<file path="src/rtl/keypad_pkg.sv">
// keypad_pkg: shared types and constants for the keypad column front end.
// Compile this package before any file that imports it.
package keypad_pkg;

  // Number of keypad column lines handled by the front end.
  localparam int NUM_COLS = 4;

  // One bit per column. Active-high once inside the debounced domain.
  typedef logic [NUM_COLS-1:0] col_t;

  // Column vector with no key pressed.
  localparam col_t IDLE_COLS = 4'b0000;

  // 100 us of stability at 48 MHz.
  localparam int DEFAULT_DEBOUNCE_CYCLES = 4800;

  // Single-cycle event strobes that accompany a change of the column vector.
  typedef struct packed {
    logic press;  // idle -> some key pressed
    logic rel;    // some key pressed -> idle
  } strobe_t;

  // True when more than one column is active.
  function automatic logic is_multi(col_t c);
    int unsigned n;
    n = 0;
    for (int i = 0; i < NUM_COLS; i++) begin
      if (c[i]) n++;
    end
    return n > 1;
  endfunction

  // Strobes for a change of the column vector from old_cols to new_cols.
  // Changes between two non-idle vectors raise no strobe.
  function automatic strobe_t classify_change(col_t old_cols, col_t new_cols);
    strobe_t s;
    s.press = (old_cols == IDLE_COLS) && (new_cols != IDLE_COLS);
    s.rel   = (old_cols != IDLE_COLS) && (new_cols == IDLE_COLS);
    return s;
  endfunction

endpackage : keypad_pkg

</file>
<file path="src/rtl/keypad_col_debouncer_if.sv">
// keypad_col_debouncer_if: pin-side input and debounced outputs of the
// keypad column front end. The slave modport is the debouncer itself; the
// master modport is whoever drives the pins and consumes the clean vector.
interface keypad_col_debouncer_if
  import keypad_pkg::*;
();

  col_t col_raw;        // active-low column pins, pulled up
  col_t col_sync;       // debounced, active-high column vector
  logic press_pulse;    // one cycle: idle -> pressed
  logic release_pulse;  // one cycle: pressed -> idle
  logic multi_key;      // more than one column active

  modport master (
    output col_raw,
    input  col_sync,
    input  press_pulse,
    input  release_pulse,
    input  multi_key
  );

  modport slave (
    input  col_raw,
    output col_sync,
    output press_pulse,
    output release_pulse,
    output multi_key
  );

endinterface : keypad_col_debouncer_if

</file>
<file path="src/rtl/sync_2ff.sv">
// sync_2ff: plain two-flop synchroniser for asynchronous pin inputs.
// Each bit is synchronised independently; no multi-bit coherency is implied.
// Both stages reset to 0 asynchronously.
module sync_2ff #(
  parameter int WIDTH = 1
) (
  input  logic             clk,
  input  logic             reset,
  input  logic [WIDTH-1:0] d,
  output logic [WIDTH-1:0] q
);

  logic [WIDTH-1:0] s1;

  // Two-stage shift toward the clk domain.
  // NOTE: non-blocking assignments let s1 and q update together on the edge;
  // with blocking ones q would take the new d in the same cycle and the
  // second stage would vanish.
  always_ff @(posedge clk or posedge reset) begin
    if (reset) begin
      s1 <= '0;
      q  <= '0;
    end else begin
      s1 <= d;
      q  <= s1;
    end
  end

endmodule : sync_2ff

</file>
<file path="src/rtl/keypad_col_debouncer.sv">
// keypad_col_debouncer: synchronises the four active-low keypad column pins,
// filters contact bounce and drives a clean active-high column vector plus
// press/release strobes and a multi-key flag.
//
// Build option: define KEYPAD_DEBOUNCE_EN to enable the stability filter.
// Without it the candidate stage is the output register (3-edge latency)
// and DEBOUNCE_CYCLES has no effect.
module keypad_col_debouncer
  import keypad_pkg::*;
#(
  parameter int DEBOUNCE_CYCLES = DEFAULT_DEBOUNCE_CYCLES,
  parameter int CNT_W           = (DEBOUNCE_CYCLES > 1) ? $clog2(DEBOUNCE_CYCLES) : 1
) (
  input  logic                  clk,
  input  logic                  reset,
  keypad_col_debouncer_if.slave bus
);

  // Reject configurations the counter cannot represent.
  if (DEBOUNCE_CYCLES < 1 || CNT_W < 1) begin : g_bad_param
    $error("keypad_col_debouncer: DEBOUNCE_CYCLES and CNT_W must be >= 1");
  end

  col_t    s2;            // synchronised, active-high column vector
  col_t    cand;          // candidate vector being qualified
  col_t    col_sync_cur;  // vector currently presented downstream
  col_t    col_sync_nxt;  // vector it would take on an update
  logic    update;        // col_sync changes on this edge
  strobe_t strobe_d;
  strobe_t strobe_q;

  // Pins are pulled up, so invert on the way in: 1 = column pressed.
  sync_2ff #(
    .WIDTH(NUM_COLS)
  ) u_sync (
    .clk  (clk),
    .reset(reset),
    .d    (~bus.col_raw),
    .q    (s2)
  );

`ifdef KEYPAD_DEBOUNCE_EN

  localparam logic [CNT_W-1:0] CNT_MAX = CNT_W'(DEBOUNCE_CYCLES - 1);

  logic [CNT_W-1:0] cnt;
  col_t             col_sync_q;

  // Track the latest synchronised vector and count how long it has held.
  // Any change restarts the count; once full, the count holds without wrapping.
  always_ff @(posedge clk or posedge reset) begin
    if (reset) begin
      cand <= IDLE_COLS;
      cnt  <= '0;
    end else if (s2 != cand) begin
      cand <= s2;
      cnt  <= '0;
    end else if (cnt < CNT_MAX) begin
      cnt <= cnt + 1'b1;
    end
  end

  // The candidate is accepted once it has held for the full window and
  // differs from what downstream already sees.
  assign update       = (s2 == cand) && (cnt == CNT_MAX) && (col_sync_q != cand);
  assign col_sync_nxt = cand;
  assign col_sync_cur = col_sync_q;

  // Output register: follows the candidate only on an accepted update.
  always_ff @(posedge clk or posedge reset) begin
    if (reset) begin
      col_sync_q <= IDLE_COLS;
    end else if (update) begin
      col_sync_q <= col_sync_nxt;
    end
  end

`else

  // Filter bypassed: the candidate stage is itself the output register and
  // takes the synchronised vector every cycle.
  always_ff @(posedge clk or posedge reset) begin
    if (reset) begin
      cand <= IDLE_COLS;
    end else begin
      cand <= s2;
    end
  end

  assign update       = (s2 != cand);
  assign col_sync_nxt = s2;
  assign col_sync_cur = cand;

`endif

  // Decide the strobes for the change (if any) happening on this edge.
  // NOTE: every output of a combinational block gets a default first, so no
  // path leaves it unassigned and no latch is inferred.
  always_comb begin
    strobe_d = '0;
    if (update) begin
      strobe_d = classify_change(col_sync_cur, col_sync_nxt);
    end
  end

  // Register the strobes on the same edge as the vector change so they line
  // up with col_sync and last exactly one cycle.
  always_ff @(posedge clk or posedge reset) begin
    if (reset) begin
      strobe_q <= '0;
    end else begin
      strobe_q <= strobe_d;
    end
  end

  assign bus.col_sync      = col_sync_cur;
  assign bus.press_pulse   = strobe_q.press;
  assign bus.release_pulse = strobe_q.rel;
  assign bus.multi_key     = is_multi(col_sync_cur);

endmodule : keypad_col_debouncer

</file>
<file path="src/flat_wrapper.sv">
// flat-port wrapper written by rule: the top's interface ports become plain ports
module keypad_col_debouncer_flat import keypad_pkg::*;
#(
  parameter int DEBOUNCE_CYCLES = DEFAULT_DEBOUNCE_CYCLES,
  parameter int CNT_W           = (DEBOUNCE_CYCLES > 1) ? $clog2(DEBOUNCE_CYCLES) : 1
)
  (clk, reset, bus_col_raw, bus_col_sync, bus_press_pulse, bus_release_pulse, bus_multi_key);
  keypad_col_debouncer_if bus_i ();
  input  logic clk;
  input  logic reset;
  input wire logic [$bits(bus_i.col_raw)-1:0] bus_col_raw;
  output wire logic [$bits(bus_i.col_sync)-1:0] bus_col_sync;
  output wire logic [$bits(bus_i.press_pulse)-1:0] bus_press_pulse;
  output wire logic [$bits(bus_i.release_pulse)-1:0] bus_release_pulse;
  output wire logic [$bits(bus_i.multi_key)-1:0] bus_multi_key;
  assign bus_i.col_raw = bus_col_raw;
  assign bus_col_sync = bus_i.col_sync;
  assign bus_press_pulse = bus_i.press_pulse;
  assign bus_release_pulse = bus_i.release_pulse;
  assign bus_multi_key = bus_i.multi_key;
  keypad_col_debouncer #(.DEBOUNCE_CYCLES(DEBOUNCE_CYCLES), .CNT_W(CNT_W)) u_core (.clk(clk), .reset(reset), .bus(bus_i));
endmodule
</file>
<file path="config.mk">
export PLATFORM = sky130hd
export DESIGN_NAME = keypad_col_debouncer_flat
export DESIGN_NICKNAME = d
export VERILOG_FILES = /design/src/rtl/keypad_pkg.sv /design/src/rtl/keypad_col_debouncer_if.sv /design/src/rtl/sync_2ff.sv /design/src/rtl/keypad_col_debouncer.sv /design/src/flat_wrapper.sv
export SDC_FILE = /design/constraint.sdc
export NUM_CORES = 1
export LEC_CHECK = 0
export ABC_AREA = 0
export CAP_MARGIN = 20
export CORE_AREA = 4 4 41 43
export CTS_BUF_LIST = sky130_fd_sc_hd__clkbuf_8
export DETAILED_ROUTE_END_ITERATION = 8
export DIE_AREA = 0 0 45 47
export DONT_BUFFER_PORTS = 1
export HOLD_SLACK_MARGIN = 0.1
export MAX_ROUTING_LAYER = met4
export PLACE_DENSITY = 0.6
export SYNTH_ARGS = -nofsm -noshare
export SYNTH_HDL_FRONTEND = slang
export SYNTH_SLANG_ARGS = --single-unit
</file>
<file path="constraint.sdc">
create_clock -name clk -period 2.1 [get_ports clk]
set_clock_uncertainty 0.15 [all_clocks]
set_input_delay 0.21 -clock clk [delete_from_list [all_inputs] [get_ports clk]]
set_output_delay 0.21 -clock clk [all_outputs]
set_load 0.02 [all_outputs]
</file>
* Word level (Yosys, flattened, before mapping)
Cells that the tools add are included.
** Word-level totals
- Flip-flop bits (word level) :: 14
- Input port bits :: 6
- Output and inout bits :: 7
- Word-level logic and storage cells :: 22
** Operators by class
- Add/sub/neg operators :: 3
- Magnitude comparators :: 1
- Equal/unequal tests :: 1
- Muxes and demuxes :: 5
- Bitwise gates (word level) :: 1
- Reduce and logical (&&, ||, !) cells :: 6
** Operators with widths (count)
- 2-to-1 mux 32 bit :: 3
- adder 32 x 1 -> 32 bit, second input constant :: 2
- greater-than comparator 32 x 1 -> 1 bit, second input constant :: 1
- zero test 4 bit :: 2
- nonzero test 4 bit :: 2
- inequality test 4 bit :: 1
- NOT 4 bit :: 1
- adder 1 x 1 -> 2 bit, second input constant :: 1
- logical AND 1 bit :: 2
- 2-to-1 mux 2 bit :: 1
- 2-to-1 mux 1 bit :: 1

* Longest topological paths before layout
Gate-level depths: netlist of the first run.
- Depth in word-level cells :: 8
- Mapped depth :: 6
- Mapped depth without buffers :: 6

* Hierarchy
From an unflattened synthesis of the first run, not the netlist that was laid out.
** Unflattened totals
- Cell total of the unflattened synthesis :: 43
- Area, all modules :: 561.8 um2
** Modules (own cells, without submodules)
- keypad_col_debouncer :: instances 1, cells each 34, area an instance 357.8 um2, sequential area each 150.1 um2
- sync_2ff :: instances 1, cells each 9, area an instance 203.9 um2, sequential area each 200.2 um2

* Worst setup path before layout of the first run
Ideal clock, no wire load.
- Kind :: reg2out
- From :: register u_core.cand[0] (netlist: u_core.bus.col_sync[0])
- To :: output bus_multi_key
- Arrival time :: 1.679 ns
- Required time :: 1.740 ns
- Path slack :: 0.061 ns
- Cell stages (with the launch flop) :: 7
- Buffers on the path :: 0
- Path through :: dfrtp_1 inv_1 ha_1 xor2_1 ha_1 nand2b_1 o32a_1
** Between the ends
- Longest elaborated chain between the ends :: 8
** RTL lines
- from (decl) :: line keypad_col_debouncer.sv:25 : col_t cand;
- from (signal assigned) :: line keypad_col_debouncer.sv:84 : cand <= IDLE_COLS;
- from (signal assigned) :: line keypad_col_debouncer.sv:86 : cand <= s2;
- 2-to-1 mux 1 bit * :: line keypad_pkg.sv:28 : if (c[i]) n++;
- adder 1 x 1 -> 2 bit :: line keypad_pkg.sv:28
- 2-to-1 mux 32 bit * :: line keypad_pkg.sv:28
- adder 32 x 1 -> 32 bit :: line keypad_pkg.sv:28
- 2-to-1 mux 32 bit * :: line keypad_pkg.sv:28
- adder 32 x 1 -> 32 bit :: line keypad_pkg.sv:28
- 2-to-1 mux 32 bit * :: line keypad_pkg.sv:28
- greater-than comparator 32 x 1 -> 1 bit * :: line keypad_pkg.sv:30 : return n > 1;
- to (decl) :: line flat_wrapper.sv:15 : output wire logic [$bits(bus_i.multi_key)-1:0] bus_multi_key;
Every way passes the cells marked *; elsewhere a longest branch is shown, timed or not.

* Worst setup path after layout of the first run
- From :: register u_core.cand[1] (netlist: u_core.bus.col_sync[1])
- To :: output bus_multi_key
** Between the ends
- Longest elaborated chain between the ends :: 6
** RTL lines (line)
- 2-to-1 mux 32 bit * :: keypad_pkg.sv:28
- adder 32 x 1 -> 32 bit :: keypad_pkg.sv:28
- 2-to-1 mux 32 bit * :: keypad_pkg.sv:28
- adder 32 x 1 -> 32 bit :: keypad_pkg.sv:28
- 2-to-1 mux 32 bit * :: keypad_pkg.sv:28
- greater-than comparator 32 x 1 -> 1 bit * :: keypad_pkg.sv:30
Marked as above.

==> metrics.txt, run 1 <==
pin count of the biggest net entering global routing=15; number of buffers created by CTS=3; DRT iter0 DRCs=0; slowest stage delay, CP=0.41 ns; Slowest-stage cell, CP=dfrtp_1; Yosys reg bits=14; share of the synthesized area in the top cell type=0.628; Post-Route WL=938 µm; 1st-pass router iterations=1; status=finished with violations; GRT Overall Usage=0.103; Pins Over Slew Limit=0; Reg power frac=0.474; Hold Violations, Final=0; total chip power=0.000625 W; placed wire-length estimate=627 µm; Post-synth top flop=dfrtp_1; synthesized area per cell=13.3 µm²; Area after DPL=between 600 and 700 µm²; Clock Tree Buf Depth=2; gr ovfl total=0; GP Congestion=0.806; vias in the first global route=385; Pint=0.000488 W; Pwr Density=818 nW/µm²; Least-Margin Pin Slew=0.500 ns; post-synth net total=52; warnings from Yosys=0; mapped cell area=558 µm²; final setup fails=1; clock network fraction of design power=0.400; CTS Sinks=14; Initial Util=0.429; min-delay worst type=reg2reg; antenna violations before repair=0; RSZ-0062 raised after global routing=true; share of layout cells above drive strength 1=0.304; Worst Setup Start Kind=flip-flop; cell taking the most area after synthesis=dfrtp_1; H-tree depth=1; Gate Count Post-Synth=42; PortBufs=0; Crit Path Class=reg2out; first-pass GRT wire length=1.48 mm; worst hold margin=0.194 ns; Worst Path Buf+Inv=1; Crit Path Max Fanout=2; Core ar.=1300 µm²; Crit. End Element=primary output; relative slew slack=0.666; DRT antenna net count=0; row count=13; post-layout min period=2.18 ns; die width=roughly 45 µm; Vias/cell=between 5 and 6; DRC errors left=0; Synth async-reset ratio=1.00; die area=2120 µm²; DR vias=~360; max capacitance violation total=0; f_max=458 MHz; CP arrival=1.82 ns; Post-synth EDFFs=0; most frequent cell after synthesis=dfrtp_1; worst path required time=1.74 ns; combinational power share=0.126; Distinct cells, synth=13; final worst slack=-0.0822 ns; area grow syn2layout=36.8%; top post-synthesis cells by area=dfrtp_1 (63%), xor2_1 (9.4%), ha_1 (9.0%); Ant. Diodes=0; Inst Count DP=61; Design Area, Final=~760 µm²; Post-synth top cells=dfrtp_1 (14), inv_1 (8), xor2_1 (6), ha_1 (4), nor2_1 (2); violated checks=negative setup slack; P_sw=~0.00014 W; Finished Core Util=0.587; IO Pins=13; final worst-path cycle share=1.04; Net Sw Frac=0.218; CTS tree=yes; P_leak=0.373 nW; final std cells w/o fill=71; sequential share of the synthesized area=0.628; Root Driver=clkbuf_8; wire per inst=13.2 µm; die height=about 47 µm; crit path cell chain=inv_2, ha_4, xor2_1, ha_1, nand2b_4, o32a_1; critical path's top delay family=adder cells; Peak VDD IR=around 0.00048 V; CTS clk-pin slew, worst paths=0.05 ns; Total Nets Final=67; worst-skew pair later-pin latency=about 0.24 ns
-- final timing paths --
kind,start,end,slack (ns),cells past startpoint
setup / recovery,u_core.bus.col_sync[1]$_DFF_PP0_,bus_multi_key,-0.08,6
hold / removal,u_core.u_sync.s1[2]$_DFF_PP0_,u_core.u_sync.q[2]$_DFF_PP0_,0.19,0
setup reg to reg,u_core.bus.col_sync[1]$_DFF_PP0_,u_core.bus.press_pulse$_DFF_PP0_,0.47,5
hold reg to reg,u_core.u_sync.s1[2]$_DFF_PP0_,u_core.u_sync.q[2]$_DFF_PP0_,0.19,0
max in group asynchronous,reset,u_core.u_sync.s1[2]$_DFF_PP0_,1.17,2
min in group asynchronous,reset,u_core.u_sync.s1[3]$_DFF_PP0_,0.29,2
-- registers in the layout, indices dropped and copies added, names as in the netlist --
name and cells:
u_core.bus.release_pulse 1, u_core.bus.col_sync 4, u_core.u_sync.q 4, u_core.bus.press_pulse 1, u_core.u_sync.s1 4
-- cell type report --
| class | count | area [µm²] |
|---|---|---|
| tap | 15 | 18.8 |
| multi-input combinational | 20 | 214 |
| inverter | 8 | 30.0 |
| clock buffer | 4 | 55.1 |
| timing repair buffer | 10 | 95.1 |
| fill | 113 | 538 |
| sequential | 14 | 350 |
-- power groups by stage --
| stage | combinational (W) | clock (W) | sequential (W) |
|---|---|---|---|
| 6_report | 0.0000788 | 0.000250 | 0.000296 |
| 5_1_grt | 0.0000897 | 0.000271 | 0.000298 |
| 4_1_cts | 0.0000638 | 0.000260 | 0.000295 |
| 3_5_place_dp | 0.0000561 | 0 | 0.000300 |
| 3_3_place_gp | 0.0000534 | 0 | 0.000299 |
| 2_1_floorplan | 0.0000369 | 0 | 0.000303 |
-- metal layers --
layer / up-vias / track usage / share of wire / wire length, µm
li1: 161 / - / - / -
met1: 174 / 0.0870 / 0.33 / 306
met2: 17 / 0.175 / 0.56 / 529
met3: 4 / 0.0536 / 0.082 / 77
met4: 0 / 0.0643 / 0.027 / 25
met5: - / - / 0 / 0
-- through the flow --
step | worst slack [ns] | setup TNS (ns)
3_3_place_gp | 0.237 | 0
3_5_place_dp | 0.184 | 0
2_1_floorplan | 0.0610 | 0
4_1_cts | -0.0660 | -0.0660
5_1_grt | -0.163 | -0.163
6_report | -0.0822 | -0.0822
-- cell usage in the layout, fill, tap and decap left out, types with 2 or more instances in the layout --
master and n:
xor2_1 6, inv_1 6, dlygate4sd3_1 5, ha_1 2, buf_4 3, inv_2 2
buf_6 2, nor2_1 2, dfrtp_1 14, ha_4 2, clkbuf_8 4
-- repair_timing --
item | in CTS | in global routing
endpoints found under the hold margin | 18 | 0
hold buffers | 5 | 0
endpoints found under the setup margin | 1 | 1
resized for setup | 1 | 8
cloned | 0 | 0
buffers inserted | 0 | 1
pin swaps | 0 | 2
-- cells by family after synthesis --
group           count (synthesis)  synth area share
mux                             1            0.0179
xor+xnor                        6            0.0942
simple gates                    7            0.0762
buf+inv                         8            0.0538
fa+ha+maj                       4            0.0897
compound gates                  2            0.0404
flops                          14             0.628
No activity file was read; power rests on OpenSTA's default activity.
==> run 2, diff against run 1 <==
CAP_MARGIN = default   (was 20)
REMOVE_ABC_BUFFERS = 1   (was default)
==> results of run 2 <==
The final DEF is identical to that of run 1; final timing and power are the same.
==> run 3, diff against run 2 <==
DONT_BUFFER_PORTS = default   (was 1)
PLACE_DENSITY = 0.73   (was 0.6)
SKIP_LAST_GASP = 1   (was default)
==> metrics.txt, run 3 (synthesis results as in run 1) <==
placed wire-length estimate=715 µm (was 627 µm); Vias/cell=4.60 (was 5.01); RSZ-0062 raised after global routing=true (unchanged); IO Pins=13 (unchanged); Clock Tree Buf Depth=2 (unchanged); DRC errors left=0 (unchanged); GP Congestion=0.669 (was 0.806); commonest non-fill, non-tap cell in the layout=dfrtp_1 (unchanged); wire per inst=10.3 µm (was 13.2 µm); share of layout cells above drive strength 1=0.377 (was 0.304); GRT Overall Usage=0.106 (was 0.103); antenna violations before repair=0 (unchanged); Critical R2R Launch=u_core.bus.col_sync[0]$_DFF_PP0_ (was u_core.bus.col_sync[1]$_DFF_PP0_); first-pass GRT wire length=1.56 mm (was 1.48 mm); Inst Count DP=78 (was 61); max capacitance violation total=0 (unchanged); die height=47 µm (unchanged); CTS tree=yes (unchanged); R2R cell count=5 (unchanged); GR peak layer=met2 (unchanged); met2 Usage GRT=0.198 (was 0.175); Ant. Diodes=0 (unchanged); H-tree depth=1 (unchanged); status=finished with violations (unchanged); Hold Violations, Final=0 (unchanged); number of buffers created by CTS=3 (unchanged); Core ar.=1300 µm² (unchanged); Design Area, Final=883 µm² (was 763 µm²); Root Driver=clkbuf_8 (unchanged); CTS Sinks=14 (unchanged); die width=45 µm (unchanged); Area after DPL=764 µm² (was 607 µm²); Peak VDD IR=0.000583 V (was 0.000477 V); pin count of the biggest net entering global routing=15 (unchanged); row count=13 (unchanged); f_max=464 MHz (was 458 MHz); Crit. End Element=primary output (unchanged); Pwr Density=736 nW/µm² (was 818 nW/µm²); violated checks=negative setup slack (unchanged); most frequent cells in the layout=dfrtp_1 (14), clkdlybuf4s50_1 (11), buf_4 (10) (was dfrtp_1 (14), xor2_1 (6), inv_1 (6)); CP arrival=1.80 ns (was 1.82 ns); Initial Util=0.429 (unchanged); DRT iter0 DRCs=1 (was 0); final worst-path cycle share=1.03 (was 1.04); worst r2r dst=u_core.bus.press_pulse$_DFF_PP0_ (unchanged); vias in the first global route=396 (was 385); GR Util met3=0.0230 (was 0.0536); relative slew slack=0.657 (was 0.666); area grow syn2layout=58.3% (was 36.8%); Least-Margin Pin Slew=0.509 ns (was 0.500 ns); post-layout min period=2.16 ns (was 2.18 ns); final setup fails=1 (unchanged); min-delay worst type=in2async (was reg2reg); Setup TNS Final=-0.0567 ns (was -0.0822 ns); Crit Path Class=reg2out (unchanged); Worst Setup Start Kind=flip-flop (unchanged); Post-Route WL=865 µm (was 938 µm); P_leak=0.429 nW (was 0.373 nW); Pins Over Slew Limit=0 (unchanged); final worst slack=-0.0567 ns (was -0.0822 ns); gr ovfl total=0 (unchanged); worst path required time=1.74 ns (about the same); final std cells w/o fill=84 (was 71); worst-skew pair later-pin latency=0.24 ns (about the same); Crit Path Max Fanout=3 (was 2); 1st-pass router iterations=3 (was 1); DR vias=386 (was 356); Total Nets Final=80 (was 67); DRT antenna net count=0 (unchanged); r2r setup slk=0.43 ns (was 0.47 ns); die area=2120 µm² (unchanged); PortBufs=12 (was 0); CTS clk-pin slew, worst paths=0.05 ns (about the same); Finished Core Util=0.679 (was 0.587); met1 GRT Util=0.109 (was 0.0870)
-- run 3: cell types whose count changed in the layout (fill, tap and decap cells not counted), sizes merged --
cell,previous run,this run
buf,5,12
dlygate4sd3,5,0
clkdlybuf4s50,0,11
-- run 3: power by group --
| part | total [W] | internal, W | switching [W] |
|---|---|---|---|
| clock | 0.000249 | 0.000165 | 0.0000834 |
| sequential | 0.000294 | 0.000283 | 0.0000108 |
| combinational | 0.000108 | 0.0000636 | 0.0000442 |
-- run 3: layout make-up --
class	instances	area, µm²
repair buffers	23	208
clock buffers	4	55.1
flip-flops and latches	14	350
well taps	15	18.8
inverters	8	30.0
multi-input cells	20	221
fillers	113	418
-- run 3: worst max-delay path, cell delays in order (launching register included) --
cell      delay (ns)
dfrtp_1         0.40
inv_2           0.08
ha_4            0.20
xor2_2          0.14
ha_1            0.30
nand2b_4        0.14
o32a_1          0.17
buf_6           0.14
-- run 3: how the worst max path moves through the flow --
| stage | endpoint | cells after the start | from | slack, ns |
|---|---|---|---|---|
| CTS | bus_multi_key | 7 | u_core.bus.col_sync[0]$_DFF_PP0_ | -0.13 |
| detailed placement | bus_multi_key | 7 | u_core.bus.col_sync[0]$_DFF_PP0_ | -0.26 |
| global route | bus_multi_key | 7 | u_core.bus.col_sync[1]$_DFF_PP0_ | -0.14 |
| finish | bus_multi_key | 7 | u_core.bus.col_sync[1]$_DFF_PP0_ | -0.06 |
| floorplan | bus_multi_key | 6 | u_core.bus.col_sync[0]$_DFF_PP0_ | 0.06 |
| global placement | bus_multi_key | 7 | u_core.bus.col_sync[0]$_DFF_PP0_ | -0.22 |
-- run 3: what timing repair did --
item,CTS,global route
setup buffers,0,2
pin swaps,0,3
endpoints found under the setup margin,1,1
gates resized for setup,4,12
hold buffers,0,0
-- run 3: stage by stage --
stage / hold slack, ns / power, W / setup slack (ns)
6_report: 0.144 / 0.000650 / -0.0567
5_1_grt: 0.208 / 0.000680 / -0.143
4_1_cts: 0.167 / 0.000636 / -0.131
3_5_place_dp: 0.185 / 0.000389 / -0.257
3_3_place_gp: 0.183 / 0.000383 / -0.217
2_1_floorplan: -0.0508 / 0.000340 / 0.0610
-- run 3: routing by layer --
metal	part of all wire	up-vias
li1	-	190
met1	0.38	183
met2	0.53	13
met3	0.090	0
met4	0	0
met5	0	-
